==> src/rtl/ifetch_pkg.sv <==
// Shared types and default widths for the instruction-fetch sequencer.
package ifetch_pkg;

  localparam int unsigned XLEN        = 32;
  localparam int unsigned INSTR_BYTES = 4;

  typedef enum logic [1:0] {
    FETCH = 2'd0,
    WAIT  = 2'd1,
    HOLD  = 2'd2
  } fetch_state_t;

endpackage

==> src/rtl/ifetch_buf.sv <==
// One-entry holding register for a fetched instruction and its PC.
module ifetch_buf #(
  parameter int unsigned XLEN = 32
) (
  input  logic            clk,
  input  logic            rst,
  input  logic            load,
  input  logic            clear,
  input  logic [XLEN-1:0] instr_in,
  input  logic [XLEN-1:0] pc_in,
  output logic [XLEN-1:0] instr,
  output logic [XLEN-1:0] pc
);

  // Clear wins over load; the sequencer never asserts both together.
  always_ff @(posedge clk or posedge rst) begin
    if (rst) begin
      instr <= '0;
      pc    <= '0;
    end else if (clear) begin
      instr <= '0;
      pc    <= '0;
    end else if (load) begin
      instr <= instr_in;
      pc    <= pc_in;
    end
  end

endmodule

==> src/rtl/ifetch_seq.sv <==
// Instruction-fetch sequencer: one outstanding fetch, PC write-port control,
// redirect handling with stale-response drop, one-entry decode buffer.
module ifetch_seq #(
  parameter int unsigned XLEN        = 32,
  parameter int unsigned INSTR_BYTES = 4
) (
  input  logic            clk,
  input  logic            res,
  input  logic [XLEN-1:0] pc_cur,
  output logic            pc_write,
  output logic [XLEN-1:0] pc_next,
  output logic            imem_req_valid,
  input  logic            imem_req_ready,
  output logic [XLEN-1:0] imem_req_addr,
  input  logic            imem_rsp_valid,
  input  logic [XLEN-1:0] imem_rsp_data,
  input  logic            redirect_valid,
  input  logic [XLEN-1:0] redirect_target,
  output logic            if_valid,
  input  logic            if_ready,
  output logic [XLEN-1:0] if_instr,
  output logic [XLEN-1:0] if_pc
);

  import ifetch_pkg::*;

  fetch_state_t    state, state_n;
  logic            drop, drop_n;
  logic [XLEN-1:0] req_pc, req_pc_n;
  logic            buf_load, buf_clear;
  logic            req_fire;

  assign imem_req_addr = pc_cur;

  always_ff @(posedge clk or posedge res) begin
    if (res) begin
      state  <= FETCH;
      drop   <= 1'b0;
      req_pc <= '0;
    end else begin
      state  <= state_n;
      drop   <= drop_n;
      req_pc <= req_pc_n;
    end
  end

  // Next state plus the combinational handshake / PC-port outputs.
  // Everything is forced idle while reset is held.
  always_comb begin
    state_n        = state;
    drop_n         = drop;
    req_pc_n       = req_pc;
    buf_load       = 1'b0;
    buf_clear      = 1'b0;
    pc_write       = 1'b0;
    pc_next        = '0;
    imem_req_valid = 1'b0;
    if_valid       = 1'b0;
    req_fire       = 1'b0;
    if (!res) begin
      case (state)
        FETCH: begin
          imem_req_valid = ~redirect_valid;
          req_fire       = ~redirect_valid & imem_req_ready;
          if (req_fire) begin
            req_pc_n = pc_cur;
            pc_write = 1'b1;
            pc_next  = pc_cur + XLEN'(INSTR_BYTES);
            state_n  = WAIT;
          end
        end
        WAIT: begin
          if (redirect_valid) begin
            // A response arriving with the redirect is the stale one itself.
            if (imem_rsp_valid) begin
              drop_n  = 1'b0;
              state_n = FETCH;
            end else begin
              drop_n = 1'b1;
            end
          end else if (imem_rsp_valid) begin
            if (drop) begin
              drop_n  = 1'b0;
              state_n = FETCH;
            end else begin
              buf_load = 1'b1;
              state_n  = HOLD;
            end
          end
        end
        HOLD: begin
          if_valid = ~redirect_valid;
          if (redirect_valid || if_ready) begin
            buf_clear = 1'b1;
            state_n   = FETCH;
          end
        end
        default: state_n = FETCH;
      endcase
      if (redirect_valid) begin
        pc_write = 1'b1;
        pc_next  = {redirect_target[XLEN-1:2], 2'b00};
      end
    end
  end

  ifetch_buf #(.XLEN(XLEN)) u_buf (
    .clk      (clk),
    .rst      (res),
    .load     (buf_load),
    .clear    (buf_clear),
    .instr_in (imem_rsp_data),
    .pc_in    (req_pc),
    .instr    (if_instr),
    .pc       (if_pc)
  );

endmodule

==> config.mk <==
export PLATFORM = sky130hd
export DESIGN_NAME = ifetch_seq
export DESIGN_NICKNAME = d
export VERILOG_FILES = /design/src/rtl/ifetch_pkg.sv /design/src/rtl/ifetch_buf.sv /design/src/rtl/ifetch_seq.sv
export SDC_FILE = /design/constraint.sdc
export NUM_CORES = 1
export LEC_CHECK = 0
export BUFFER_PORTS_ARGS = -buffer_cell sky130_fd_sc_hd__buf_2
export CELL_PAD_IN_SITES_DETAIL_PLACEMENT = 1
export CELL_PAD_IN_SITES_GLOBAL_PLACEMENT = 1
export CORE_UTILIZATION = 30
export CTS_CLUSTER_DIAMETER = 100
export DETAILED_ROUTE_END_ITERATION = 12
export PLACE_DENSITY_LB_ADDON = 0.1
export RECOVER_POWER = 100
export SLEW_MARGIN = 20
export SYNTH_ARGS = -nofsm -noshare
export SYNTH_HDL_FRONTEND = slang
export SYNTH_SLANG_ARGS = --single-unit
==> constraint.sdc <==
create_clock -name clk -period 4.64 [get_ports clk]
set_input_delay 0.928 -clock clk [delete_from_list [all_inputs] [get_ports clk]]
set_output_delay 0.928 -clock clk [all_outputs]
set_load 0.02 [all_outputs]
==> impl_metrics.toml <==
[outcome]
run_status = "complete, but fails checks"
violations_in_the_final_reports = "max-capacitance violations, max-slew violations"

[timing]
finalWorstPathRequiredPeriod_ns = 3.80
grt_setup_unrepaired = "no"
achievable-frequency_ghz = 0.263
max_slew_violation_count = 41
setup_total_negative_slack_ns = 0
finalSetupViolCount = 0
report.final.hold_viol_count = 0
worst_clk_skew_ns = 0.00685
worst_slew_margin_rel_pct = -44.0
finalCritPeriodShare_pct = 81.9
tightestPinTransition_ns = 2.16

[die]
dieHeight_um = 128
ioPinCount = 233
floorplan.die_area_mm2 = 0.0163
core_area_mm2 = 0.0153
initial_utilization_pct = 31.0
floorplan.rows = 45
die_w_um = 128

[clock_tree]
worst_setup_hold_path_clk_slew_ns = 0.06
clk_path_buf_depth = 2
cts-hold-fix-buffers = 0
worst_skew_pair.late_latency_ns = 0.35
cts-buffers-inserted = 9
tritoncts = "built"
htree_levels = 3
post_cts_resize_count = 0
tritoncts_num_sinks = 99
post-cts-setup-buffers = 0
root_buf_cell = "sky130_fd_sc_hd__clkbuf_16"

[routing]
remaining_drc_errors = 0
wire_per_inst_um = 16.3
wl_mm = 14.4
vias_per_cell = 4.78
dr_total_vias = 4208
antenna_violating_nets_post_route = 0
dr.pass1.iters = 6
detailedRoute.firstIterationViolations = 152

[power]
power.share.switching_pct = 37.2
pwr-share-clk_pct = 25.2
power.ir.vdd_worst_mv = 0.174
register_share_of_total_power_pct = 41.7
p_int_mw = 2.13
netSwitchingPower_mw = 1.26
comb_power_share_pct = 33.2
leakage_nw = 2.86
powerDensity_mw_per_mm2 = 562

[global_route]
gr-usage-all-layers_pct = 18.1
number_of_global_route_vias_before_repair = 4366
largest_net_degree_at_the_start_of_global_routing = 66
grt_first_pass_wirelength_mm = 23.2
grt_remaining_overflow = 0
number_of_antenna_violations_at_the_first_check_in_global_routing = 0

[logic_synthesis]
synthDominantCellAreaShare_pct = 52.2
postSynthCellCount = 477
synth_cell_type_count = 34
postSynthAreaPerCell_um2 = 9.96
seq_area_frac_synth_pct = 52.2
synth.yosys.warnings = 0
syn_std_cell_area_mm2 = 0.00475
synthDominantAreaCellType = "sky130_fd_sc_hd__dfrtp_1"
yosys-top-cells-area = "sky130_fd_sc_hd__dfrtp_1 (52%), sky130_fd_sc_hd__a22o_1 (12%), sky130_fd_sc_hd__nand2_1 (10%)"
synthesized_net_count = 580
ys_ff_latch = 99

[worst_hold_path]
timing.hold.worst.start = "req_pc[22]"
hold_path_class = "register to register"
hold_depth = 2
min_to = "req_pc[22]"

[placed_design]
place.gp.congestion = 0.736
numPortBuffers = 230
placed_cell_area_mm2 = 0.00585
dpl.hpwl_mm = 10.2

[setup_path]
startpoint = "pc_cur[10]"
cp_data_required_time_ns = 3.71
critical_path_arrival_ns = 2.87
reg2reg_depth = 5
r2r_end = "u_buf.instr[29]"
critPathLaunchType = "input pin"
rrSetupSlack_ns = 2.01
endpoint_kind = "primary output"
reg2reg_from = "state[1]"
max_fanout_on_critical_path = 16
setup.worst_path.class = "input pin to primary output"

[flow_run]
cap_violations = 1

[final_layout]
syn_to_layout_area_delta_pct = 26.8
filler_cell_count = 1906
final_design_area_no_fill_mm2 = 0.00602
final_net_count = 766
final_layout_size_suffix_gt1_share_pct = 20.1
## worst max path at each step
stage	endpoint
after global routing	pc_next[31]
after global placement	pc_next[26]
final	pc_next[31]
after CTS	pc_next[31]
after detailed placement	pc_next[31]
after floorplan	if_valid
## flip-flops by register name, indices dropped and copies added, names as in the netlist
name	count
u_buf.instr	32
state	2
drop	1
u_buf.pc	32
req_pc	32
## critical path: stages
cell                       delay (ns)
sky130_fd_sc_hd__buf_2           0.15
sky130_fd_sc_hd__and4_1          0.25
sky130_fd_sc_hd__and3_1          0.54
sky130_fd_sc_hd__nand3_1         0.16
sky130_fd_sc_hd__or4_1           0.43
sky130_fd_sc_hd__o211ai_1        0.12
sky130_fd_sc_hd__clkbuf_1        0.28
## cells in the mapped netlist, drive strengths merged
library cell / instances
or2: 1
nand2b: 1
and3: 7
dfrtp: 99
a21o: 2
nor3: 8
o21ai: 31
o211ai: 1
or4: 1
clkbuf: 10
nand4: 10
nor2: 8
a31oi: 2
nand3: 14
and2: 2
a22o: 65
nand2: 127
and4: 2
inv: 2
nor4: 2
nor2b: 1
ha: 1
xnor2: 7
buf: 53
xor2: 20
## final cells by class
| type | count | area [um^2] | area share (%) |
|---|---|---|---|
| Sequential cell | 99 | 2480 | 41.1 |
| Multi-Input combinational cell | 313 | 1890 | 31.3 |
| Timing Repair Buffer | 238 | 1040 | 17.3 |
| Tap cell | 211 | 264 | 4.38 |
| Clock buffer | 10 | 229 | 3.80 |
| Clock inverter | 6 | 111 | 1.85 |
| Inverter | 2 | 11.3 | 0.187 |
| Antenna cell | 1 | 2.50 | 0.0416 |
## per-layer routing
layer | share of wire [%] | track usage (%) | vias to the layer above
met2 | 44 | 27.6 | 153
met1 | 48 | 25.6 | 2052
li1 | - | - | 1992
met3 | 6.4 | 3.46 | 11
met4 | 1.1 | 5.95 | 0
met5 | 0 | 0 | -
## cell families after synthesis
kind of cell | share of synthesized area (%)
buffers and inverters | 8.56
and+or+nand+nor | 18.0
DFF | 52.2
adders and majority gates | 0.263
AOI/OAI and AO/OA | 16.0
xor gates and xnor gates | 4.98
## cell usage in the layout (no fill, tap or decap), types with 2 or more instances in the layout
master / netlist / final
sky130_fd_sc_hd__a21o_1: 2 / 2
sky130_fd_sc_hd__a22o_1: 65 / 65
sky130_fd_sc_hd__a31oi_1: 2 / 2
sky130_fd_sc_hd__and3_1: 6 / 6
sky130_fd_sc_hd__buf_2: 20 / 99
sky130_fd_sc_hd__buf_4: 32 / 6
sky130_fd_sc_hd__bufinv_16: 0 / 3
sky130_fd_sc_hd__clkbuf_1: 9 / 133
sky130_fd_sc_hd__clkbuf_16: 0 / 9
sky130_fd_sc_hd__clkinvlp_4: 0 / 2
sky130_fd_sc_hd__dfrtp_1: 99 / 99
sky130_fd_sc_hd__nand2_1: 126 / 126
sky130_fd_sc_hd__nand3_1: 14 / 14
sky130_fd_sc_hd__nand4_1: 8 / 8
sky130_fd_sc_hd__nand4_4: 2 / 2
sky130_fd_sc_hd__nor2_1: 8 / 7
sky130_fd_sc_hd__nor3_1: 8 / 6
sky130_fd_sc_hd__nor3_2: 0 / 2
sky130_fd_sc_hd__nor4_4: 2 / 2
sky130_fd_sc_hd__o21ai_0: 24 / 24
sky130_fd_sc_hd__o21ai_1: 7 / 7
sky130_fd_sc_hd__xnor2_1: 7 / 7
sky130_fd_sc_hd__xor2_1: 20 / 20
## power by group through the flow
stage                     clock network [mW]  registers (mW)  logic, mW
final                                  0.852            1.41       1.12
after global routing                   0.914            1.46       1.23
after CTS                              0.877            1.41       1.23
after detailed placement                   0            1.42       1.22
after global placement                     0            1.41       1.21
after floorplan                            0            1.72      0.433
## stage by stage
step	hold slack (ns)	cells	setup slack (ns)	power, mW	utilization, %
global route	0.497	879	0.683	3.60	39.3
detailed placement	0.466	863	0.935	2.64	38.2
floorplan	0.446	477	0.945	2.16	-
finish	0.478	880	0.841	3.39	39.3
CTS	0.482	879	0.934	3.51	40.4
global placement	0.461	863	0.973	2.61	38.2
No activity file was read; power rests on OpenSTA's default activity.
